### src/rtl/gate7458_pkg.sv
// rtl/gate7458_pkg.sv - shared state encoding, operand widths and 7458 AND-OR functions
package gate7458_pkg;

    typedef enum logic [1:0] {
        IDLE = 2'd0,
        EVAL = 2'd1,
        RESP = 2'd2
    } state_t;

    localparam int P1_W = 6;
    localparam int P2_W = 4;

    // Operand slice is {f,e,d,c,b,a}, so a sits in bit 0
    function automatic logic f_p1y(input logic [P1_W-1:0] p);
        return (p[0] & p[1] & p[2]) | (p[3] & p[4] & p[5]);
    endfunction

    // Operand slice is {d,c,b,a}
    function automatic logic f_p2y(input logic [P2_W-1:0] p);
        return (p[0] & p[1]) | (p[2] & p[3]);
    endfunction

endpackage

### src/rtl/rr_arbiter.sv
// rtl/rr_arbiter.sv - round-robin grant starting one past the previous winner
module rr_arbiter #(
    parameter int NUM_REQ = 4,
    parameter int ID_W    = 2
) (
    input  logic [NUM_REQ-1:0] req,
    input  logic               en,
    input  logic [ID_W-1:0]    last_grant,
    output logic [NUM_REQ-1:0] grant_oh,
    output logic [ID_W-1:0]    grant_id
);

    logic            found;
    logic [ID_W-1:0] idx;

    // Offsets 1..NUM_REQ visit every requester once, ending on last_grant itself
    always_comb begin
        grant_oh = '0;
        grant_id = '0;
        found    = 1'b0;
        idx      = '0;
        for (int i = 1; i <= NUM_REQ; i++) begin
            idx = ID_W'((int'(last_grant) + i) % NUM_REQ);
            if (en && !found && req[idx]) begin
                found         = 1'b1;
                grant_oh[idx] = 1'b1;
                grant_id      = idx;
            end
        end
    end

endmodule

### src/rtl/circuit_7458_arbiter.sv
// rtl/circuit_7458_arbiter.sv - shares one 7458 AND-OR evaluator among round-robin requesters
module circuit_7458_arbiter
    import gate7458_pkg::*;
#(
    parameter int   NUM_REQ = 4,
    localparam int  ID_W    = (NUM_REQ > 1) ? $clog2(NUM_REQ) : 1
) (
    input  logic                      clk,
    input  logic                      reset,
    input  logic [NUM_REQ-1:0]        req_valid,
    output logic [NUM_REQ-1:0]        req_ready,
    input  logic [P1_W*NUM_REQ-1:0]   req_p1,
    input  logic [P2_W*NUM_REQ-1:0]   req_p2,
    output logic                      rsp_valid,
    input  logic                      rsp_ready,
    output logic [ID_W-1:0]           rsp_id,
    output logic                      rsp_p1y,
    output logic                      rsp_p2y,
    output logic                      busy
);

    state_t            state, state_nx;
    logic [ID_W-1:0]   last_grant;
    logic [ID_W-1:0]   grant_id;
    logic [NUM_REQ-1:0] grant_oh;
    logic              accept_en;
    logic              accept;
    logic [P1_W-1:0]   sel_p1, p1_q;
    logic [P2_W-1:0]   sel_p2, p2_q;
    logic [ID_W-1:0]   id_q;

    // A new request may enter while idle or in the same cycle the result leaves
    assign accept_en = (state == IDLE) || ((state == RESP) && rsp_ready);

    rr_arbiter #(
        .NUM_REQ (NUM_REQ),
        .ID_W    (ID_W)
    ) u_arb (
        .req        (req_valid),
        .en         (accept_en),
        .last_grant (last_grant),
        .grant_oh   (grant_oh),
        .grant_id   (grant_id)
    );

    assign req_ready = grant_oh;
    assign accept    = |grant_oh;
    assign rsp_valid = (state == RESP);
    assign busy      = (state != IDLE);

    always_comb begin
        sel_p1 = '0;
        sel_p2 = '0;
        for (int i = 0; i < NUM_REQ; i++) begin
            if (grant_oh[i]) begin
                sel_p1 = sel_p1 | req_p1[i*P1_W +: P1_W];
                sel_p2 = sel_p2 | req_p2[i*P2_W +: P2_W];
            end
        end
    end

    always_comb begin
        state_nx = state;
        case (state)
            IDLE:    if (accept) state_nx = EVAL;
            EVAL:    state_nx = RESP;
            RESP:    if (rsp_ready) state_nx = accept ? EVAL : IDLE;
            default: state_nx = IDLE;
        endcase
    end

    always_ff @(posedge clk) begin
        if (reset) begin
            state      <= IDLE;
            last_grant <= ID_W'(NUM_REQ - 1);
            p1_q       <= '0;
            p2_q       <= '0;
            id_q       <= '0;
            rsp_id     <= '0;
            rsp_p1y    <= 1'b0;
            rsp_p2y    <= 1'b0;
        end else begin
            state <= state_nx;
            if (accept) begin
                last_grant <= grant_id;
                p1_q       <= sel_p1;
                p2_q       <= sel_p2;
                id_q       <= grant_id;
            end
            // Results only change on the way into RESP, so they hold under back-pressure
            if (state == EVAL) begin
                rsp_p1y <= f_p1y(p1_q);
                rsp_p2y <= f_p2y(p2_q);
                rsp_id  <= id_q;
            end
        end
    end

endmodule
### config.mk
export PLATFORM = sky130hd
export DESIGN_NAME = circuit_7458_arbiter
export DESIGN_NICKNAME = d
export VERILOG_FILES = /design/src/rtl/gate7458_pkg.sv /design/src/rtl/rr_arbiter.sv /design/src/rtl/circuit_7458_arbiter.sv
export SDC_FILE = /design/constraint.sdc
export NUM_CORES = 1
export LEC_CHECK = 0
export CORE_UTILIZATION = 25
export CTS_BUF_LIST = sky130_fd_sc_hd__clkbuf_8
export DETAILED_ROUTE_END_ITERATION = 7
export RECOVER_POWER = 25
export SLEW_MARGIN = 25
export SYNTH_ARGS = -nofsm -noshare
export SYNTH_HDL_FRONTEND = slang
export SYNTH_SLANG_ARGS = --single-unit
### constraint.sdc
create_clock -name clk -period 3.9 [get_ports clk]
set_clock_uncertainty 0.2 [all_clocks]
set_input_delay 0.39 -clock clk [delete_from_list [all_inputs] [get_ports clk]]
set_output_delay 0.39 -clock clk [all_outputs]
set_load 0.02 [all_outputs]
==> results.cfg, run 1 <==
[yosys]
ys_seq_area_share_pct = 25.5
ys_ff_latch = 20
synth_fa_ha_area_share_pct = 6.38
synth_top_area_cell = dfxtp_1
synth-simple-area-share_pct = 15.9
synth_compound_area_share_pct = 38.4
synth_top_area_share_pct = 25.5
synth_flop_cell = dfxtp_1
synth_cell_types = 49
async_flop_share_pct = 0
synth_common_cells = 27 x a21oi_1, 20 x dfxtp_1, 10 x a222oi_1, 9 x nor2_1
synthesis.nets = 233
synth_cells = 178
yosysMostFrequentCell = a21oi_1
synth_top_family_by_area = compound AO/OA/AOI/OAI gates
synth_edf_count = 0
ys_top_cells_by_area = dfxtp_1 26%, a21oi_1 8.6%, a222oi_1 6.4%
syn_area_per_cell_um2 = 8.81
synthXorXnorAreaFrac_pct = 0
netlist_area_um2 = 1570
synthMuxAreaShare_pct = 5.42
yosysWarnings = 0

[drt]
drtIter0Drc = 142
drtPass1Iterations = 5
routedWlPerCell_um = 14.8
vias = 1636
drt-total-wl_um = 4590
drcViolationCount = 0
antenna_left = 0
vias_per_cell = 5.26

[critical_path]
crit_required_ns = 3.31
reg2reg_slack_ns = 0.67
r2r-end = p1_q[4]
worstPathMaxFanout = 10
cp-end-kind = output port
critical_path_class = register to output port
reg2reg_depth = 11
reg2reg_from = last_grant[0]
cp.arrival_ns = 2.99
start_kind = register

[timing]
rsz0062_at_grt = false
finalHoldViolCount = 0
fmax_ghz = 0.280
finalCriticalPeriod_ns = 3.58
tightest_slew_ns = 0.545
final_max_slew_viol_count = 0
setup_viol = 0
fin_crit_sh_pct = 91.7
relSlewSlack_pct = 63.6
setup_slack_ns = 0.323
tns_ns = 0

[pwr]
seqPwrFrac_pct = 17.1
swShare_pct = 46.6
combinationalPowerShare_pct = 71.4
p_sw_mw = 0.856
p_leak_nw = 0.869
internal_power_mw = 0.982
clkPwrFrac_pct = 11.5
p_per_area_nw_per_um2 = 799
vdd_ir_drop_max_mv = 0.492

[die]
ios = 57
dieArea_um2 = 6600
core_um2 = 5990
fp.dieH_um = 81.2
placementRows = 28
die_w_um = 81.2
start_util_pct = 26.2

[clock_network]
root_buffer = clkbuf_8
cts_buffers = 3
cts.reportedPaths.clkPinSlew_ns = 0.08
cts-resized-gates = 0
clock_path_buffers = 2
htree_levels = 1
cts_hold_buf = 0
cts_setup_buffers = 0
insertion_delay_ns = 0.27
cts_tree = yes
cts_sinks = 20

[layout]
finalNetCount = 292
diodes = 0
final_cells = 311
final_util_pct = 38.4
drive_gt1_share_pct = 15.7
area_growth_pct = 46.6

[grt]
grt_pass1_wl_um = 7260
grt_pass1_vias = 1462
overflow = 0
grt_start_max_net_pins = 17
grt_use_total_pct = 14.3
grt_antenna_before_repair = 0

[worst_hold_path]
holdCritPathClass = register to register
worst_hold_path.endpoint = id_q[1]
hp-start = id_q[1]
hold_depth = 2

[place]
place_congestion = 0.857
place_ws_ns = 0.363
port_buffers = 56
dp_cells = 307
hpwl_um = 3530

[run]
cap_violations = 0

[status]
status = finished clean
## layout by cell type (no fill, tap or decap), types with 5 or more instances in the layout
cell and instances:
o21ai_2 5, dfxtp_1 20, inv_1 8, nand2_1 7, buf_4 14, o21ai_1 5
clkdlybuf4s50_1 54, ha_1 8, nor2_1 9, a21oi_1 27, a222oi_1 10
## worst max path at each step
stage                    to  slack (ns)  depth (start not counted)           from
2_1_floorplan       p1_q[2]        0.62                         12  last_grant[0]
5_1_grt        req_ready[1]        0.15                          7  last_grant[0]
4_1_cts        req_ready[2]        0.34                          7  last_grant[0]
3_5_place_dp   req_ready[2]        0.36                          6   req_valid[3]
3_3_place_gp   req_ready[2]        0.43                          6   req_valid[3]
6_report       req_ready[0]        0.32                          7  last_grant[0]
## cells by family after synthesis
kind of cell,Yosys count
AOI/OAI and AO/OA,78
adders and majority gates,8
buffers and inverters,24
DFF,20
muxes,6
and+or+nand+nor,42
## per-stage QoR
stage                     hold slack (ns)  power (mW)  cell area, µm²
after CTS                           0.260        1.84            2300
after detailed placement            0.249        1.62            2230
final                               0.259        1.84            2300
after floorplan                     0.236        1.28            1570
after global placement              0.247        1.62            2230
after global routing                0.323        1.99            2300
## layer usage
metal  global-route usage, %  share of wire [%]
met1                    20.5                 49
met2                    22.1                 48
met3                    3.03                3.5
met4                    1.79               0.30
met5                       0                  0
## critical path, cell delays in order (launching register included)
cell and delay, ns:
dfxtp_1 0.34, inv_1 0.12, ha_1 0.53, mux4_2 0.47, nor3b_1 0.24, a41oi_1 0.09, a31oi_2 0.26, clkdlybuf4s50_1 0.66
## power by group through the flow
stage	combinational, mW	clock (mW)	sequential, mW
after floorplan	0.953	0	0.330
after CTS	1.31	0.213	0.315
final	1.31	0.211	0.315
after detailed placement	1.30	0	0.319
after global routing	1.45	0.223	0.322
after global placement	1.30	0	0.318
## sequential cells by signal (all words and copies together), names as in the netlist
signal,count
p1_q,6
p2_q,4
id_q,2
last_grant,2
rsp_id,2
state,2
rsp_p1y,1
rsp_p2y,1
## final cells by class
type,count,area (µm²)
tap,75,93.8
inverter,8,30.0
clock inverter,1,30.0
multi-input combinational,134,1040
sequential,20,400
timing repair buffer,70,666
clock buffer,3,41.3
fill,580,3690
No activity file was read; power rests on OpenSTA's default activity.
==> inputs of run 2 (changes only) <==
--- a/config.mk
+++ b/config.mk
@@ -8,6 +8,7 @@
 export CORE_UTILIZATION = 25
 export CTS_BUF_LIST = sky130_fd_sc_hd__clkbuf_8
 export DETAILED_ROUTE_END_ITERATION = 7
+export GPL_ROUTABILITY_DRIVEN = 0
 export RECOVER_POWER = 25
 export SLEW_MARGIN = 25
 export SYNTH_ARGS = -nofsm -noshare
==> results of run 2 <==
Same layout as run 1: the final DEF is identical, and so are final timing and power.
==> inputs of run 3 (changes only) <==
--- a/config.mk
+++ b/config.mk
@@ -5,6 +5,7 @@
 export SDC_FILE = /design/constraint.sdc
 export NUM_CORES = 1
 export LEC_CHECK = 0
+export CORE_MARGIN = 10
 export CORE_UTILIZATION = 25
 export CTS_BUF_LIST = sky130_fd_sc_hd__clkbuf_8
 export DETAILED_ROUTE_END_ITERATION = 7
==> run 3 against run 2 <==
Compared with the run above: via count is 1.3% lower; largest cell class unchanged; sequential power hardly changed; hold slack better by 0.0016 ns; highest routed layer unchanged; cell count is 0.96% lower.
==> results.cfg, run 3 (same netlist as run 1, synthesis figures left out) <==
[status]
status = finished clean

[timing]
relSlewSlack_pct = 64.7
tightest_slew_ns = 0.528
finalHoldViolCount = 0
rsz0062_at_grt = false
finalCriticalPeriod_ns = 3.59
tns_ns = 0
fin_crit_sh_pct = 92.1
setup_viol = 0
final_max_slew_viol_count = 0
fmax_ghz = 0.278

[critical_path]
start_kind = primary input
cp-end-kind = output port
cp_cell_sequence = clkdlybuf4s50_1, or3b_1, a2111oi_4, o31ai_1, a31oi_4, clkdlybuf4s50_1
crit_required_ns = 3.31
critical_path_class = primary input to output port
worstPathMaxFanout = 13
crit_slowest_cell = clkdlybuf4s50_1
cp.arrival_ns = 3.00
path_common_cell = clkdlybuf4s50_1
worst_path_largest_cell_delay_ns = 0.65

[die]
placementRows = 28
start_util_pct = 26.2
dieArea_um2 = 9840
die_w_um = 99.2
fp.dieH_um = 99.2
core_um2 = 5990
ios = 57

[layout]
finalNetCount = 289
reg_top3 = p1_q x6, p2_q x4
layout_common_cells = 54 x clkdlybuf4s50_1, 27 x a21oi_1, 20 x dfxtp_1
area_growth_pct = 45.1
drive_gt1_share_pct = 14.6
design_area_um2 = 2280
regMostFlops = p1_q
n_fill_cell = 594
multiInputGateArea_um2 = 1040
layout_commonest_cell = clkdlybuf4s50_1
largest_register_ffs = 6
diodes = 0
seqCellArea_um2 = 400

[grt]
grt_use_total_pct = 9.72
grt_pass1_vias = 1577
grt_antenna_before_repair = 0
grt_start_max_net_pins = 17
overflow = 0
grt_pass1_wl_um = 8100

[clock_network]
cts_tree = yes
insertion_delay_ns = 0.26
clock_path_buffers = 2
htree_levels = 1
cts_setup_buffers = 0
cts.reportedPaths.clkPinSlew_ns = 0.08
cts_buffers = 3
cts-resized-gates = 0
cts_sinks = 20
cts_hold_buf = 0
root_buffer = clkbuf_8

[run]
cap_violations = 0

[drt]
antenna_left = 0
routedWlPerCell_um = 16.3
drtIter0Drc = 122
vias = 1614
vias_per_cell = 5.24
drtPass1Iterations = 5
drcViolationCount = 0
drt-total-wl_um = 5020

[place]
port_buffers = 56
place_area_um2 = 2210
hpwl_um = 3970

[pwr]
p_leak_nw = 0.853
p_per_area_nw_per_um2 = 795
vdd_ir_drop_max_mv = 0.477

[worst_hold_path]
holdCritPathClass = register to register
run 3: worst max-delay path, delay by kind of cell:
family,cells,cell delay (ns)
buf+inv,2,1.25
compound gates,3,0.86
simple gates,1,0.49
run 3: worst paths after layout:
check                 from      endpoint  slack (ns)  cells past startpoint
min                id_q[1]       id_q[1]        0.26                      2
max           req_valid[3]  req_ready[2]        0.31                      6
min reg2reg        id_q[1]       id_q[1]        0.26                      2
max reg2reg  last_grant[0]       id_q[1]        0.68                     11
run 3: routing by layer:
metal	vias up	part of all wire (%)	global-route usage [%]
met5	-	0	0
met1	784	44	12.1
li1	798	-	-
met3	4	4.4	2.56
met2	28	50	16.3
met4	0	1.4	2.21
run 3: metrics by stage:
| step | utilization (%) | std cells | setup slack (ns) | hold slack, ns | power [mW] |
|---|---|---|---|---|---|
| after floorplan | - | 178 | 0.620 | 0.236 | 1.28 |
| after global placement | 36.8 | 304 | 0.345 | 0.253 | 1.61 |
| after detailed placement | 36.8 | 304 | 0.309 | 0.254 | 1.61 |
| after CTS | 38.0 | 308 | 0.317 | 0.264 | 1.83 |
| after global routing | 38.0 | 308 | 0.167 | 0.282 | 1.98 |
| final | 38.0 | 308 | 0.309 | 0.260 | 1.81 |
run 3: cell type report:
class	instances	area share, %
flip-flops and latches	20	17.6
repair buffers	67	28.2
multi-input cells	134	45.6
clock buffers	3	1.81
well taps	75	4.12
inverters	8	1.32
clock inverters	1	1.32
run 3: report_power, final:
| group | total [mW] | leakage [nW] | switching [mW] | internal [mW] |
|---|---|---|---|---|
| logic | 1.29 | 0.652 | 0.731 | 0.558 |
| registers | 0.314 | 0.165 | 0.0374 | 0.277 |
| clock network | 0.208 | 0.0357 | 0.0711 | 0.137 |
| total | 1.81 | 0.853 | 0.840 | 0.971 |
